===== src/rtl/hdmi_mem_arb.sv =====
// Two-port arbiter for the shared PSRAM memory-interface bus.
// Port 0 (HDMI scan-out) has priority; a consecutive-grant limit keeps port 1 moving.
module hdmi_mem_arb #(
  parameter int unsigned MAX_CONSEC = 4
) (
  input  logic        clk,
  input  logic        rst_n,

  input  logic [22:0] p0_addr,
  input  logic [6:0]  p0_len,
  input  logic        p0_rw,
  input  logic        p0_valid,
  output logic        p0_ready,
  input  logic [15:0] p0_wdata,
  output logic        p0_wack,
  output logic        p0_wlast,
  output logic [15:0] p0_rdata,
  output logic        p0_rstb,
  output logic        p0_rlast,

  input  logic [22:0] p1_addr,
  input  logic [6:0]  p1_len,
  input  logic        p1_rw,
  input  logic        p1_valid,
  output logic        p1_ready,
  input  logic [15:0] p1_wdata,
  output logic        p1_wack,
  output logic        p1_wlast,
  output logic [15:0] p1_rdata,
  output logic        p1_rstb,
  output logic        p1_rlast,

  output logic [22:0] mi_addr,
  output logic [6:0]  mi_len,
  output logic        mi_rw,
  output logic        mi_valid,
  input  logic        mi_ready,
  output logic [15:0] mi_wdata,
  input  logic        mi_wack,
  input  logic        mi_wlast,
  input  logic [15:0] mi_rdata,
  input  logic        mi_rstb,
  input  logic        mi_rlast
);

  typedef enum logic [1:0] {StIdle, StCmd, StData} state_e;

  localparam logic [3:0] MaxConsec = 4'(MAX_CONSEC);

  state_e     state_q, state_d;
  logic       owner_q, owner_d;
  logic       rw_l_q, rw_l_d;
  logic [3:0] consec_q, consec_d;

  logic in_cmd, in_data, owner_valid, burst_done;

  always_ff @(posedge clk or negedge rst_n) begin
    if (!rst_n) begin
      state_q  <= StIdle;
      owner_q  <= 1'b0;
      rw_l_q   <= 1'b0;
      consec_q <= 4'd0;
    end else begin
      state_q  <= state_d;
      owner_q  <= owner_d;
      rw_l_q   <= rw_l_d;
      consec_q <= consec_d;
    end
  end

  assign in_cmd      = (state_q == StCmd);
  assign in_data     = (state_q == StData);
  assign owner_valid = owner_q ? p1_valid : p0_valid;
  assign burst_done  = (rw_l_q & mi_rstb & mi_rlast) | (~rw_l_q & mi_wack & mi_wlast);

  // Command/data bus always carries the owner's fields; only mi_valid is gated by state.
  always_comb begin
    mi_addr  = owner_q ? p1_addr  : p0_addr;
    mi_len   = owner_q ? p1_len   : p0_len;
    mi_rw    = owner_q ? p1_rw    : p0_rw;
    mi_wdata = owner_q ? p1_wdata : p0_wdata;
    mi_valid = in_cmd & owner_valid;
  end

  always_comb begin
    p0_ready = in_cmd & ~owner_q & mi_ready;
    p1_ready = in_cmd &  owner_q & mi_ready;
    p0_rstb  = in_data & ~owner_q & mi_rstb;
    p1_rstb  = in_data &  owner_q & mi_rstb;
    p0_rlast = in_data & ~owner_q & mi_rlast;
    p1_rlast = in_data &  owner_q & mi_rlast;
    p0_wack  = in_data & ~owner_q & mi_wack;
    p1_wack  = in_data &  owner_q & mi_wack;
    p0_wlast = in_data & ~owner_q & mi_wlast;
    p1_wlast = in_data &  owner_q & mi_wlast;
    p0_rdata = mi_rdata;
    p1_rdata = mi_rdata;
  end

  always_comb begin
    state_d  = state_q;
    owner_d  = owner_q;
    rw_l_d   = rw_l_q;
    consec_d = consec_q;
    unique case (state_q)
      StIdle: begin
        if (p1_valid && (!p0_valid || consec_q == MaxConsec)) begin
          owner_d  = 1'b1;
          consec_d = 4'd0;
          state_d  = StCmd;
        end else if (p0_valid) begin
          owner_d = 1'b0;
          state_d = StCmd;
          // Only count port-0 wins that actually made port 1 wait.
          if (!p1_valid) begin
            consec_d = 4'd0;
          end else if (consec_q != MaxConsec) begin
            consec_d = consec_q + 4'd1;
          end
        end
      end
      StCmd: begin
        if (mi_valid && mi_ready) begin
          rw_l_d  = mi_rw;
          state_d = StData;
        end
      end
      StData: begin
        if (burst_done) begin
          state_d = StIdle;
        end
      end
      default: state_d = StIdle;
    endcase
  end

endmodule

===== config.mk =====
export PLATFORM = sky130hd
export DESIGN_NAME = hdmi_mem_arb
export DESIGN_NICKNAME = d
export VERILOG_FILES = /design/src/rtl/hdmi_mem_arb.sv
export SDC_FILE = /design/constraint.sdc
export NUM_CORES = 1
export LEC_CHECK = 0
export CORE_AREA = 3 3 79 81
export CTS_BUF_LIST = sky130_fd_sc_hd__clkbuf_4
export DETAILED_ROUTE_END_ITERATION = 10
export DIE_AREA = 0 0 82 84
export DONT_BUFFER_PORTS = 1
export SYNTH_ARGS = -nofsm -noshare
export SYNTH_HDL_FRONTEND = slang
export SYNTH_SLANG_ARGS = --single-unit

===== constraint.sdc =====
create_clock -name clk -period 2.4 [get_ports clk]
set_input_delay 0.36 -clock clk [delete_from_list [all_inputs] [get_ports clk]]
set_output_delay 0.36 -clock clk [all_outputs]
set_load 0.03 [all_outputs]

==> results.py <==
metrics = {
    "die": {
        "fp.dieW_um": 82,
        "coreArea_sq_mm": 0.005540,
        "die_h_um": 84,
        "start_util_pct": 24.14,
        "io_pins": 209,
        "core.rowCount": 27,
        "die_area_sq_mm": 0.006888,
    },
    "clock_network": {
        "ctsHoldBuffers": 1,
        "cts_buffers": 3,
        "root_buffer": "clkbuf_4",
        "clock_latency_ps": 250,
        "clock-sinks": 8,
        "post_cts_buffers": 0,
        "clk_pin_slew_ps": 60,
        "cts-resized-gates": 0,
        "cts_tree": "built",
        "htreeDepth": 1,
        "cts.path.max_buffers": 2,
    },
    "place": {
        "dp_hpwl_mm": 3.794,
        "place_ws_ps": 594.4,
        "port_buffers": 0,
        "place_congestion": 0.7235,
    },
    "routing": {
        "vias": 898,
        "wirelength_mm": 4.303,
        "drt_pass1_iterations": 3,
        "drtIter0Drc": 20,
        "drc_errors": 0,
        "wl_per_cell_um": 23.91,
        "ant_nets": 0,
        "vias_per_cell": 4.989,
    },
    "synthesis": {
        "synth_nets": 260,
        "synth_cell_types": 31,
        "postSynthCellCount": 139,
        "syn_avg_cell_area_sq_um": 9.623,
        "ys_ff_latch": 8,
        "yosysWarnings": 0,
        "synth_area_sq_mm": 0.001338,
        "ys_seq_area_share_pct": 14.97,
    },
    "worst_hold_path": {
        "hold_class": "in -> reg",
    },
    "power": {
        "p_int_uw": 661.4,
        "p_seq_share_pct": 19.2,
        "p_leak_nw": 0.4801,
        "power_per_cell_area_mw_per_mm2": 1278,
        "ir_drop_mv": 0.5020,
        "comb_power_share_pct": 73.0,
        "clkPwrFrac_pct": 7.8,
        "swShare_pct": 57.22,
        "power.switching_uw": 884.6,
    },
    "timing": {
        "maxSlewHeadroom_pct": 60.53,
        "setup_slack_ps": 326.0,
        "finalSetupTns_ps": 0,
        "slew_viol_final": 0,
        "hold_viol": 0,
        "period_share_pct": 86.42,
        "period_minus_slack_ps": 2074,
        "fmax_ghz": 0.4822,
        "skew_ps": 8.429,
        "setup_viol": 0,
        "grt_setup_unrepaired": "false",
        "timing_worst_slew_pin_value_ps": 592.0,
    },
    "worst_setup_path": {
        "crit_required_ps": 2040,
        "crit_path_top_delay_cell": "dfrtp_2",
        "worstSetupStartpointType": "register",
        "crit_arrival_ps": 1710,
        "cp_cell_sequence": "buf_12, mux2_2",
        "path_buf_inv": 1,
        "critPathKind": "reg -> out",
        "critical_path.top_delay_family": "flip-flops",
        "cp_max_fo": 30,
        "cp-end-kind": "output port",
        "slowest_delay_ps": 750,
    },
    "grt": {
        "grt.total_usage_pct": 10.87,
        "grt_max_degree": 31,
        "overflow": 0,
        "grt_pass1_vias": 922,
        "grt_pass1_wl_mm": 5.595,
        "antenna_found_initial": 0,
    },
    "layout": {
        "ff_latch_area_sq_um": 201.4,
        "final_common_cell": "mux2_2",
        "fin_nets": 230,
        "n_fill_cell": 629,
        "drive_above_1_share_pct": 52.78,
        "area_growth_pct": -9.542,
        "multi_input_area_sq_um": 839.6,
        "mostFrequentLayoutCells": "mux2_2 (47), dfrtp_1 (7), and3_1 (6)",
        "antenna_cells": 0,
    },
    "status": {
        "outcome": "finished, final reports clean",
    },
    "run": {
        "drv_cap": 0,
    },
}
## final timing paths
| check | slack, ps | depth (start not counted) | end | from |
|---|---|---|---|---|
| max | 330 | 2 | mi_wdata[9] | owner_q |
| min | 250 | 2 | state_q[1] | mi_ready |
| max reg2reg | 740 | 3 | rw_l_q | owner_q |
| min reg2reg | 530 | 1 | consec_q[3] | consec_q[3] |
| max in group asynchronous | 1670 | 1 | owner_q | rst_n |
| min in group asynchronous | 450 | 1 | rw_l_q | rst_n |
## metrics by stage
step	total power [mW]	utilization, %	instance area [sq um]	instances	hold WS [ps]
after global routing	1.651	21.84	1210	180	256.8
final	1.546	21.84	1210	180	252.0
after floorplan	1.437	-	1338	139	64.41
after global placement	1.427	21.12	1170	175	64.62
after detailed placement	1.436	21.12	1170	175	64.65
after CTS	1.569	21.84	1210	180	247.6
## logic make-up after synthesis
family	after synthesis	share of synthesized area, %
mux	50	42.19
simple gates	29	13.38
compound gates	8	4.678
buf+inv	41	22.26
fa+ha+maj	2	1.871
xor+xnor	1	0.6549
flops	8	14.97
## state kept, by name (all words and copies together), names as in the netlist
signal	count
consec_q	4
rw_l_q	1
state_q	2
owner_q	1
## power by group through the flow
stage | Clock (mW) | Sequential [mW] | Combinational, mW
after floorplan | 0 | 0.227 | 1.21
after global placement | 0 | 0.295 | 1.13
after detailed placement | 0 | 0.300 | 1.14
after CTS | 0.125 | 0.296 | 1.15
after global routing | 0.131 | 0.318 | 1.20
final | 0.120 | 0.297 | 1.13
## area by class of cell
cell class	instances	share of cell area [%]
Clock buffer	4	2.482
Inverter	3	0.9307
Sequential cell	8	16.65
Tap cell	72	7.446
Multi-Input combinational cell	90	69.39
Timing Repair Buffer	3	3.102
## Yosys cell counts
cell type	instances	area share (%)
mux2_2	47	40
buf_4	36	20
dfrtp_1	8	15
and3_1	6	2.8
and2_1	4	1.9
nand2_1	4	1.1
inv_1	3	0.84
nor2_1	3	0.84
ha_1	2	1.9
mux2i_1	2	1.5
nand2b_1	2	0.94
nand3_1	2	0.75
nor2b_1	2	0.94
a21o_1	1	0.56
a22o_1	1	0.65
a32o_1	1	0.75
and2b_1	1	0.56
and2b_2	1	0.65
buf_2	1	0.37
buf_6	1	0.84
mux2_4	1	1.1
nand3b_1	1	0.56
nand3b_4	1	1.5
nand4_1	1	0.47
nor3_1	1	0.37
o211ai_1	1	0.56
o21ai_0	1	0.37
o22ai_1	1	0.47
o2bb2ai_1	1	0.65
o41ai_1	1	0.65
xor2_1	1	0.65
## routing by layer
layer | routed length [um] | track usage, % | vias up
li1 | - | - | 400
met4 | 10 | 1.964 | 0
met1 | 1650 | 13.26 | 412
met3 | 503 | 4.536 | 2
met2 | 2139 | 17.78 | 84
met5 | 0 | 0 | -
Note: power is estimated with default switching activity, not from simulation.
